$ cat config.mk
export PLATFORM = sky130hd
export DESIGN_NAME = lbdr_dr_fork
export DESIGN_NICKNAME = d
export VERILOG_FILES = /design/src/rtl/lbdr_pkg.sv /design/src/rtl/lbdr_route_calc.sv /design/src/rtl/lbdr_dr_fork.sv
export SDC_FILE = /design/constraint.sdc
export NUM_CORES = 1
export LEC_CHECK = 0
export ABC_AREA = 1
export BUFFER_PORTS_ARGS = -buffer_cell sky130_fd_sc_hd__buf_2
export CAP_MARGIN = 40
export CORE_ASPECT_RATIO = 1.25
export CORE_UTILIZATION = 46
export DETAILED_ROUTE_END_ITERATION = 6
export GPL_ROUTABILITY_DRIVEN = 0
export PLACE_DENSITY = 0.73
export SYNTH_ARGS = -nofsm -noshare
export SYNTH_HDL_FRONTEND = slang
export SYNTH_HIERARCHICAL = 1
export SYNTH_SLANG_ARGS = --single-unit
$ cat constraint.sdc
create_clock -name clk -period 1.94 [get_ports clk]
set_input_delay 0.097 -clock clk [delete_from_list [all_inputs] [get_ports clk]]
set_output_delay 0.097 -clock clk [all_outputs]
set_load 0.02 [all_outputs]
$ cat src/rtl/lbdr_pkg.sv
// rtl/lbdr_pkg.sv - shared flit, port and state types for the LBDR routing unit
package lbdr_pkg;

    localparam logic [2:0] HEADER = 3'b001;
    localparam logic [2:0] BODY   = 3'b010;
    localparam logic [2:0] TAIL   = 3'b100;

    typedef enum logic [1:0] {
        N = 2'd0,
        E = 2'd1,
        W = 2'd2,
        S = 2'd3
    } port_idx_e;

    localparam int L_IDX = 4;

    // Bit order {L,S,W,E,N}, matching port_idx_e for the mesh ports
    typedef logic [4:0] port_vec_t;

    typedef enum logic [1:0] {
        IDLE   = 2'd0,
        ROUTED = 2'd1,
        LAST   = 2'd2
    } state_e;

endpackage

$ cat src/rtl/lbdr_route_calc.sv
// rtl/lbdr_route_calc.sv - combinational LBDR legal-set, select and deroute logic
module lbdr_route_calc
    import lbdr_pkg::*;
#(
    parameter int X_W     = 2,
    parameter int Y_W     = 2,
    parameter bit FORK_EN = 1'b0,
    parameter bit DR_EN   = 1'b1
) (
    input  logic [7:0]       rxy,
    input  logic [3:0]       cx,
    input  logic [1:0]       dr,
    input  logic [X_W+Y_W-1:0] cur_addr,
    input  logic [X_W+Y_W-1:0] dst_addr,
    output port_vec_t        sel,
    output logic             unroutable
);

    localparam int AW = X_W + Y_W;

    logic [X_W-1:0] x_cur, x_dst;
    logic [Y_W-1:0] y_cur, y_dst;
    logic           n1, s1, e1, w1;
    logic           rne, rnw, ren, res, rwn, rws, rse, rsw;
    logic [3:0]     legal;
    logic           local_hit;

    assign x_cur = cur_addr[X_W-1:0];
    assign x_dst = dst_addr[X_W-1:0];
    assign y_cur = cur_addr[AW-1:X_W];
    assign y_dst = dst_addr[AW-1:X_W];

    assign n1 = y_dst < y_cur;
    assign s1 = y_cur < y_dst;
    assign e1 = x_cur < x_dst;
    assign w1 = x_dst < x_cur;

    assign {rsw, rse, rws, rwn, res, ren, rnw, rne} = rxy;

    assign legal[N] = (n1 & ~e1 & ~w1 | n1 & e1 & rne | n1 & w1 & rnw) & cx[N];
    assign legal[E] = (e1 & ~n1 & ~s1 | e1 & n1 & ren | e1 & s1 & res) & cx[E];
    assign legal[W] = (w1 & ~n1 & ~s1 | w1 & n1 & rwn | w1 & s1 & rws) & cx[W];
    assign legal[S] = (s1 & ~e1 & ~w1 | s1 & e1 & rse | s1 & w1 & rsw) & cx[S];
    assign local_hit = ~n1 & ~e1 & ~w1 & ~s1;

    always_comb begin
        sel        = '0;
        unroutable = 1'b0;
        if (local_hit) begin
            sel[L_IDX] = 1'b1;
        end else if (legal != 4'b0000) begin
            if (FORK_EN)       sel[3:0] = legal;
            else if (legal[N]) sel[N]   = 1'b1;
            else if (legal[E]) sel[E]   = 1'b1;
            else if (legal[W]) sel[W]   = 1'b1;
            else               sel[S]   = 1'b1;
        end else if (DR_EN && cx[dr]) begin
            sel = port_vec_t'(5'd1 << dr);
        end else begin
            unroutable = 1'b1;
        end
    end

endmodule

$ cat src/rtl/lbdr_dr_fork.sv
// rtl/lbdr_dr_fork.sv - packet-level LBDR router input unit with deroute and fork
module lbdr_dr_fork
    import lbdr_pkg::*;
#(
    parameter int X_W     = 2,
    parameter int Y_W     = 2,
    parameter bit FORK_EN = 1'b0,
    parameter bit DR_EN   = 1'b1
) (
    input  logic               clk,
    input  logic               rst,
    input  logic               empty,
    input  logic [7:0]         Rxy_rst,
    input  logic [3:0]         Cx_rst,
    input  logic [1:0]         dr_rst,
    input  logic [X_W+Y_W-1:0] cur_addr_rst,
    input  logic [2:0]         flit_id,
    input  logic [X_W+Y_W-1:0] dst_addr,
    output logic               Nport,
    output logic               Eport,
    output logic               Wport,
    output logic               Sport,
    output logic               Lport,
    output logic               busy,
    output logic               route_err
);

    localparam int AW = X_W + Y_W;

    logic [7:0]    rxy;
    logic [3:0]    cx;
    logic [1:0]    dr;
    logic [AW-1:0] cur_addr;

    state_e        state, state_next;
    port_vec_t     ports_q, ports_next;
    logic          err_q, err_next;

    port_vec_t     sel;
    logic          unroutable;
    logic          accept, is_hdr, is_tail;

    lbdr_route_calc #(
        .X_W     (X_W),
        .Y_W     (Y_W),
        .FORK_EN (FORK_EN),
        .DR_EN   (DR_EN)
    ) u_calc (
        .rxy        (rxy),
        .cx         (cx),
        .dr         (dr),
        .cur_addr   (cur_addr),
        .dst_addr   (dst_addr),
        .sel        (sel),
        .unroutable (unroutable)
    );

    assign accept  = ~empty;
    assign is_hdr  = |(flit_id & HEADER);
    assign is_tail = |(flit_id & TAIL);

    always_ff @(posedge clk) begin
        if (rst) begin
            rxy      <= Rxy_rst;
            cx       <= Cx_rst;
            dr       <= dr_rst;
            cur_addr <= cur_addr_rst;
            state    <= IDLE;
            ports_q  <= '0;
            err_q    <= 1'b0;
        end else begin
            state    <= state_next;
            ports_q  <= ports_next;
            err_q    <= err_next;
        end
    end

    // LAST shows a single-flit packet for one cycle; inputs are handled as in IDLE
    always_comb begin
        state_next = state;
        ports_next = ports_q;
        err_next   = 1'b0;
        if (state != ROUTED) begin
            state_next = IDLE;
            ports_next = '0;
        end
        if (accept) begin
            if (is_hdr) begin
                if (state == ROUTED) err_next = 1'b1;
                if (unroutable) begin
                    state_next = IDLE;
                    ports_next = '0;
                    err_next   = 1'b1;
                end else begin
                    state_next = is_tail ? LAST : ROUTED;
                    ports_next = sel;
                end
            end else if (state == ROUTED) begin
                if (is_tail) begin
                    state_next = IDLE;
                    ports_next = '0;
                end
            end else begin
                err_next = 1'b1;
            end
        end
    end

    always_comb begin
        {Lport, Sport, Wport, Eport, Nport} = ports_q;
        busy      = (state != IDLE);
        route_err = err_q;
    end

endmodule
==> results of run 1 <==
[metal layers]
layer / GRT usage, % / vias up / routed length [um]
li1: - / 581 / -
met1: 19.7 / 530 / 1090
met2: 38.4 / 38 / 1550
met3: 1.73 / 5 / 99
met4: 8.98 / 0 / 33
met5: 0 / - / 0
[logic make-up (layout without fill, tap and decap cells)]
family	count (synthesis)	in the layout	synth area share (%)
adders and majority gates	4	4	3.84
DFF	26	26	53.7
AOI/OAI and AO/OA	11	11	4.70
and+or+nand+nor	75	75	29.8
buffers and inverters	26	85	7.87
[flip-flops by register name (all words and copies together) (netlist names)]
register   count
rxy            8
route_err      1
dr             2
cx             4
ports_q        5
cur_addr       4
state          2
[where the power goes]
group | total (mW) | internal [mW] | switching, mW
clock network | 0.279 | 0.115 | 0.165
registers | 0.649 | 0.633 | 0.0158
logic | 0.337 | 0.149 | 0.188
total | 1.27 | 0.897 | 0.368
[what timing repair did]
action	CTS	global route
setup buffers	1	3
pin swaps	3	5
hold buffers	18	0
setup endpoints to repair	4	8
endpoints found under the hold margin	18	0
gates resized for setup	4	9
[final timing paths]
kind / start / slack, ps / cells past startpoint / end
worst max-delay path: cur_addr[3] / 3 / 14 / state[0]
worst min-delay path: empty / 40 / 2 / state[1]
worst max register to register: cur_addr[3] / 3 / 14 / state[0]
worst min register to register: ports_q[0] / 480 / 2 / ports_q[0]
[through the flow]
stage	hold slack, ps	power [mW]
after CTS	18.8	1.22
after floorplan	166	0.836
after global routing	29.7	1.32
final	35.4	1.27
after global placement	273	0.901
after detailed placement	275	0.913
[placed cells by master, fill, tap and decap left out, types with 2 or more instances in the layout]
cell type      instances
inv_1                 20
nor2_4                 3
nand2_1               31
nand3_1               14
nor2_1                 3
a21oi_1                5
nand3_2                2
edfxtp_1              18
dlygate4sd3_1         18
nor2_2                 5
buf_4                  5
clkbuf_4               3
nand4_1                2
dfxtp_1                8
inv_2                  4
nor3_1                 2
o21ai_1                4
ha_4                   2
buf_2                 33
nand2_4                4
nand2_2                4
ha_1                   2
nand3b_1               3
[final cells by class]
cell class	count	area, um2
flip-flops and latches	26	701
clock buffers	4	36.3
well taps	34	42.5
multi-input cells	90	562
repair buffers	56	383
fillers	221	861
inverters	25	95.1
==> summary.txt, run 1 <==
Clk Latency, worst-skew pair = 320 ps
Layout cell share with drive strength beyond 1 = 34.3%
Arrival time worst endpoint = 2180 ps
Mapped Area = 1300 um2
Post-DP HPWL = 1750 um
Post-synthesis sequential area ratio = 53.7%
Pwr/cell area = 696 nW/um2
Worst-path fanout max = 7
Family with the most delay on the worst path = simple AND/OR/NAND/NOR gates
Synth Area per Inst = 9.18 um2
RSZ-0062 raised after global routing = true
Slew Limit Fails = 0
H-tree depth = 1
Clk_skew = 4.34 ps
Avg WL per Cell = 11.8 um
Core box area = 2680 um2
Nets = 234
Final std cells w/o fill = 235
Inst Count DP = 209
CP Launch Type = register
Slowest CP cell = edfxtp_1
Post-synth cell types = 24
Top Ports = 35
Endpoints failing hold = 0
LEAKAGE = 0.844 nW
Vias in the first global route = 1074
Final min period = 1940 ps
Initial Util = 48.6%
# diodes = 0
Tot GR Track Use = 19.0%
Number of flops mapped to enable cells by yosys = 18
GR Overflow Total = 0
Final Util = 67.9%
FP Rows = 21
Cell Chain, Critical Path = ha_4 -> nand2_4 -> nand2_4 -> or2_1 -> nand3_2 -> nand2_4 -> nor2_4 -> nand2_1 -> nor2_2 -> nor2_4 -> inv_2 -> nand2_1 -> nand3_1 -> nand2_1
CTS tree = done
Status = finished clean
DR vias = 1154
Max incr delay on CP = 440 ps
Area share of the largest cell type after synthesis = 41.5%
# port buffers = 33
Critical path type = register to register
VDD IR max = 0.624 mV
Via density per instance = 4.91
Crit path buf inv count = 1
Routed Wire Length = 2780 um
Clock slew at reported path FFs = 140 ps
Fin area = 1820 um2
Residual DRC count = 0
Syn Nets = 174
# clock sinks = 26
Clock Tree Buf Depth = 2
DP Worst Slack = -56.2 ps
Fin Setup TNS = 0 ps
TritonRoute pass-1 iters = 4
Most area-hungry cell type in the Yosys netlist = edfxtp_1
DIE WIDTH = 49.6 um
Synth warn = 6
Post-route ant nets = 0
Max-cap viol count = 0
# setup viols final = 0
DRT iter0 DRCs = 42
Post-synth top cells = 35 x nand2_1, 20 x inv_1, 18 x edfxtp_1
Worst path required time = 2180 ps
Worst-margin pin slew = 503 ps
Count leader, synth = nand2_1
Largest net degree at the start of global routing = 22
Placed instance area = 1510 um2
Layout area overhead = 39.5%
Async SR Flop Fraction = 0%
Die Ht = 61.5 um
Final worst slack = 2.83 ps
Dominant synthesized flop cell = edfxtp_1
Final period util = 99.9%
Die area = 3050 um2
Max-Slew Margin vs Limit = 66.4%
Element type at the critical path end = register
Yosys reg bits = 26
First-pass GRT wire length = 4260 um
CTS root buf = clkbuf_4
Worst hold path type = input port to register
Synth top area cells = edfxtp_1 41%, dfxtp_1 12%, nand2_1 10%
Initial antenna violation count = 0
F_max = 516 MHz
Mapped Cells = 142
CTS buffer count = 3
Power figures use the tool's default switching activity.
==> inputs of run 2 (changes only) <==
--- a/config.mk
+++ b/config.mk
@@ -8,11 +8,13 @@
 export ABC_AREA = 1
 export BUFFER_PORTS_ARGS = -buffer_cell sky130_fd_sc_hd__buf_2
 export CAP_MARGIN = 40
+export CELL_PAD_IN_SITES_DETAIL_PLACEMENT = 1
+export CELL_PAD_IN_SITES_GLOBAL_PLACEMENT = 2
 export CORE_ASPECT_RATIO = 1.25
-export CORE_UTILIZATION = 46
+export CORE_UTILIZATION = 27
 export DETAILED_ROUTE_END_ITERATION = 6
 export GPL_ROUTABILITY_DRIVEN = 0
-export PLACE_DENSITY = 0.73
+export PLACE_DENSITY = 0.72
 export SYNTH_ARGS = -nofsm -noshare
 export SYNTH_HDL_FRONTEND = slang
 export SYNTH_HIERARCHICAL = 1
==> run 2 against run 1 <==
  * Fmax increased by 0.50%
  * Global-route usage decreased by 5.6 points
  * Critical path depth unchanged
  * Largest power group unchanged
  * Non-clock buffer count increased by 1
  * Critical endpoint unchanged
  * Combinational power increased by 8.9%
==> summary.txt, run 2 (synthesized netlist as in run 1, its figures left out) <==
Status = finished clean
Worst path required time = 2100 ps
Inst Count DP = 236
Post-DP HPWL = 2240 um
Clock slew at reported path FFs = 90 ps
Crit path buf inv count = 1
Sw frac = 26.7%
Switch Pwr = 392 uW
Arrival time worst endpoint = 2090 ps
Worst-path fanout max = 6
Reg power frac = 44.5%
Final std cells w/o fill = 260
CP Launch Type = register
Layout cell share with drive strength beyond 1 = 39.6%
First-pass GRT wire length = 5260 um
RSZ-0062 raised after global routing = true
Residual DRC count = 0
H-tree depth = 1
R2R cell count = 14
Clk Latency, worst-skew pair = 270 ps
Layout area overhead = 48.1%
Worst hold path type = input port to register
Die Ht = 79.7 um
Largest net degree at the start of global routing = 22
DP Worst Slack = -93.3 ps
Cell Chain, Critical Path = ha_4 -> nand2_4 -> nand2_4 -> or2_1 -> nand3_2 -> nand2_4 -> nor2_4 -> nand2_2 -> nor2_4 -> nor2_4 -> inv_2 -> nand2_2 -> nand3_2 -> nand2_1
Placed instance area = 1560 um2
Tot GR Track Use = 13.3%
Slowest CP cell = edfxtp_1
Endpoints failing hold = 0
Clk_skew = 7.90 ps
Via density per instance = 4.29
DR vias = 1115
VDD IR max = 0.354 mV
Worst path depth = 14
Slew Limit Fails = 0
FP Rows = 27
# clock sinks = 26
Most frequent cells in the layout = 33 x buf_2, 28 x nand2_1, 19 x inv_1, 18 x edfxtp_1, 16 x dlygate4sd3_1
Biggest register = rxy
Most common cell after layout, fill and taps aside = buf_2
Routed Wire Length = 3120 um
Die area = 5110 um2
Avg WL per Cell = 12.0 um
Max-Slew Margin vs Limit = 66.7%
# diodes = 0
Worst-margin pin slew = 500 ps
Initial antenna violation count = 0
Power, Total = 1.46 mW
LEAKAGE = 0.867 nW
CTS root buf = clkbuf_8
Nets = 235
F_max = 519 MHz
Max-cap viol count = 0
Int Pwr = 1.07 mW
Initial Util = 28.8%
Fin area = 1930 um2
CTS buffer count = 3
Final min period = 1930 ps
# port buffers = 33
# setup viols final = 0
DIE WIDTH = 64.2 um
Biggest regs = rxy (8), ports_q (5)
CTS tree = done
Final worst slack = 12.4 ps
TritonRoute pass-1 iters = 3
WHS = 8.28 ps
Final period util = 99.4%
Largest register FFs = 8
Combinational power share = 25.0%
Fin Setup TNS = 0 ps
Clock power share = 30.5%
Vias in the first global route = 1212
Clock Tree Buf Depth = 2
GR Overflow Total = 0
Post-route ant nets = 0
Family with the most delay on the worst path = simple AND/OR/NAND/NOR gates
Critical path type = register to register
Hold depth = 1
Final Util = 42.6%
Core box area = 4530 um2
Pwr/cell area = 759 nW/um2
Element type at the critical path end = register
Top Ports = 35
Max incr delay on CP = 440 ps
DRT iter0 DRCs = 37
==> run 2: cell types whose count changed in the layout (fill, tap and decap cells not counted), sizes merged <==
cell | previous run | this run
clkbuf | 4 | 3
buf | 38 | 41
bufinv | 0 | 1
dlygate4sd3 | 18 | 16
==> run 2: what timing repair did <==
action,CTS,global route
endpoints found under the hold margin,15,1
gates resized for setup,7,18
hold buffers,15,1
setup endpoints to repair,4,8
pin swaps,5,13
buffers inserted,2,2
==> run 2: power by group through the flow <==
stage | logic [mW] | clock network [mW] | registers [mW]
finish | 0.367 | 0.447 | 0.651
global route | 0.407 | 0.480 | 0.656
CTS | 0.319 | 0.464 | 0.651
detailed placement | 0.272 | 0 | 0.662
global placement | 0.265 | 0 | 0.660
floorplan | 0.173 | 0 | 0.664
==> run 2: layout make-up <==
cell class,count,area (um2)
fillers,549,2600
flip-flops and latches,26,701
well taps,58,72.6
inverters,25,95.1
repair buffers,57,389
multi-input cells,90,602
clock buffers,3,41.3
clock inverters,1,30.0
==> run 2: path summary, 6_finish.rpt <==
kind	startpoint	endpoint	slack [ps]
worst min register to register	ports_q[0]	ports_q[0]	470
worst min-delay path	Rxy_rst[3]	rxy[3]	8
worst max register to register	cur_addr[3]	state[0]	10
worst max-delay path	cur_addr[3]	state[0]	10
==> run 2: routing by layer <==
metal  up-vias  track usage [%]  share of wire [%]
met5         -                0                  0
met3         2             2.14                2.8
met1       511             15.6                 43
met2        19             24.9                 53
met4         0             3.33               0.48
li1        583                -                  -
==> inputs of run 3 (changes only) <==
--- a/config.mk
+++ b/config.mk
@@ -5,13 +5,13 @@
 export SDC_FILE = /design/constraint.sdc
 export NUM_CORES = 1
 export LEC_CHECK = 0
-export ABC_AREA = 1
 export BUFFER_PORTS_ARGS = -buffer_cell sky130_fd_sc_hd__buf_2
 export CAP_MARGIN = 40
 export CELL_PAD_IN_SITES_DETAIL_PLACEMENT = 1
 export CELL_PAD_IN_SITES_GLOBAL_PLACEMENT = 2
 export CORE_ASPECT_RATIO = 1.25
-export CORE_UTILIZATION = 27
+export CORE_MARGIN = 3
+export CORE_UTILIZATION = 29
 export DETAILED_ROUTE_END_ITERATION = 6
 export GPL_ROUTABILITY_DRIVEN = 0
 export PLACE_DENSITY = 0.72
==> run 3 against run 2 <==
  * The run now ends with negative setup slack left
  * First-iteration DRC count fell by 27%
  * Critical path type unchanged
  * Core utilization rose by 3.5 points
  * Register-to-register slack lost 250 ps
  * Count of clock-buffer cells in the layout unchanged
  * Critical path depth fell by 3
  * Critical endpoint unchanged
  * Area after synthesis shrank 3.7%
  * Hold slack improved by 1.1 ps
==> summary.txt, run 3 <==
Final period util = 112%
Mapped Area = 1250 um2
Max-cap viol count = 0
Initial antenna violation count = 0
# clock sinks = 26
Arrival time worst endpoint = 2320 ps
Layout area overhead = 52.0%
Async SR Flop Fraction = 0%
Largest register FFs = 8
Residual DRC count = 0
Biggest register = rxy
Synth warn = 6
Slew Limit Fails = 0
Pwr/cell area = 680 nW/um2
Final min period = 2180 ps
Biggest regs = rxy (8), ports_q (5)
Clock Tree Buf Depth = 2
DP Worst Slack = -289 ps
# diodes = 0
Tot GR Track Use = 13.5%
Post-synth top cells = 18 x edfxtp_1, 12 x inv_1, 8 x dfxtp_1
DIE WIDTH = 64.8 um
TritonRoute pass-1 iters = 4
Synth top area cells = edfxtp_1 43%, dfxtp_1 13%, ha_1 4.0%
Worst path required time = 2080 ps
Clk Latency, worst-skew pair = 280 ps
Count leader, synth = edfxtp_1
Worst-margin pin slew = 560 ps
Slowest CP cell = edfxtp_1
RSZ-0062 raised after global routing = true
CTS root buf = clkbuf_8
# setup viols final = 8
Routed Wire Length = 3110 um
F_max = 459 MHz
Post-route ant nets = 0
Clock slew at reported path FFs = 90 ps
Area share of the largest cell type after synthesis = 43.1%
Final worst slack = -238 ps
VDD IR max = 0.373 mV
CTS buffer count = 3
Post-synth cell types = 40
DR vias = 1071
Worst hold path type = input port to register
Initial Util = 30.4%
H-tree depth = 1
Critical path type = register to register
Power, Total = 1.30 mW
Most area-hungry cell type in the Yosys netlist = edfxtp_1
First-pass GRT wire length = 5380 um
Top Ports = 35
Die area = 5160 um2
WHS = 9.40 ps
GR Overflow Total = 0
Dominant synthesized flop cell = edfxtp_1
Syn Nets = 133
CP Launch Type = register
Endpoints failing hold = 0
CTS tree = done
Reg-to-reg slack, setup = -240 ps
Max-Slew Margin vs Limit = 62.7%
Max incr delay on CP = 390 ps
Most common cell after layout, fill and taps aside = buf_2
Nets = 202
Mapped Cells = 101
Core box area = 4130 um2
Cell Chain, Critical Path = inv_2 -> ha_4 -> nor2b_4 -> or3_4 -> nand4b_1 -> nand4_1 -> nor3_2 -> nor3b_2 -> buf_4 -> a22oi_2 -> nor2_1
Via density per instance = 4.76
Layout cell share with drive strength beyond 1 = 43.2%
Post-synthesis sequential area ratio = 55.8%
DRT iter0 DRCs = 27
Most frequent cells in the layout = 33 x buf_2, 18 x edfxtp_1, 17 x dlygate4sd3_1, 15 x buf_4, 11 x inv_1
Avg WL per Cell = 13.8 um
LEAKAGE = 0.808 nW
Element type at the critical path end = register
Number of flops mapped to enable cells by yosys = 18
Post-DP HPWL = 2330 um
Clk_skew = 10.3 ps
FP Rows = 26
Crit path buf inv count = 2
Largest net degree at the start of global routing = 24
Failing checks = negative setup slack
Status = finished with violations
Synth Area per Inst = 12.4 um2
Worst-path fanout max = 7
Vias in the first global route = 1151
Yosys reg bits = 26
Family with the most delay on the worst path = simple AND/OR/NAND/NOR gates
# port buffers = 33
Die Ht = 79.6 um
==> run 3: stage by stage <==
step | util (%) | instance area (um2) | setup TNS [ps] | std cells
finish | 46.2 | 1910 | -1690 | 225
global route | 46.2 | 1910 | -2900 | 225
CTS | 45.5 | 1880 | -2060 | 225
detailed placement | 38.9 | 1610 | -1800 | 199
global placement | 38.9 | 1610 | -1450 | 199
floorplan | - | 1300 | -451 | 101
==> run 3: kinds of logic (layout without fill, tap and decap cells) <==
logic type,Yosys count,in the layout,synth area share [%]
simple gates,31,31,18.2
flops,26,26,55.8
compound gates,25,25,15.2
buf+inv,13,81,4.19
fa+ha+maj,4,4,3.99
mux,2,2,2.59
==> run 3: repair_timing <==
item,CTS,global route
pin swaps,6,3
buffers inserted,5,0
endpoints found under the hold margin,17,0
endpoints found under the setup margin,8,8
gates resized for setup,5,3
hold buffers,17,0
==> run 3: report_power, final <==
part / internal, mW / switching [mW] / leakage [nW]
clock network: 0.142 / 0.171 / 0.0231
logic: 0.180 / 0.149 / 0.544
registers: 0.633 / 0.0222 / 0.241
==> run 3: routing by layer <==
| layer | GRT usage [%] | wire [um] |
|---|---|---|
| met5 | 0 | 0 |
| met3 | 2.68 | 103 |
| met4 | 4.02 | 25 |
| met2 | 24.9 | 1740 |
| met1 | 15.3 | 1240 |
==> run 3: area by class of cell <==
class,instances,area (um2)
Clock buffer,3,41.3
Clock inverter,1,3.75
Fill cell,463,2220
Inverter,12,45.0
Multi-Input combinational cell,62,599
Sequential cell,26,701
Tap cell,56,70.1
Timing Repair Buffer,65,448
==> run 3: worst paths after layout <==
path	cells past startpoint	startpoint	end
worst max-delay path	11	cur_addr[1]	state[0]
worst min-delay path	1	Rxy_rst[3]	rxy[3]
worst max register to register	11	cur_addr[1]	state[0]
worst min register to register	1	ports_q[0]	ports_q[0]
==> run 3: worst reg2reg max path, delay by kind of cell, from the launching register on <==
family                     cells  cell delay, ps
and+or+nand+nor                7            1080
DFF                            1             390
buffers and inverters          2             220
adders and majority gates      1             190
AOI/OAI and AO/OA              1             160
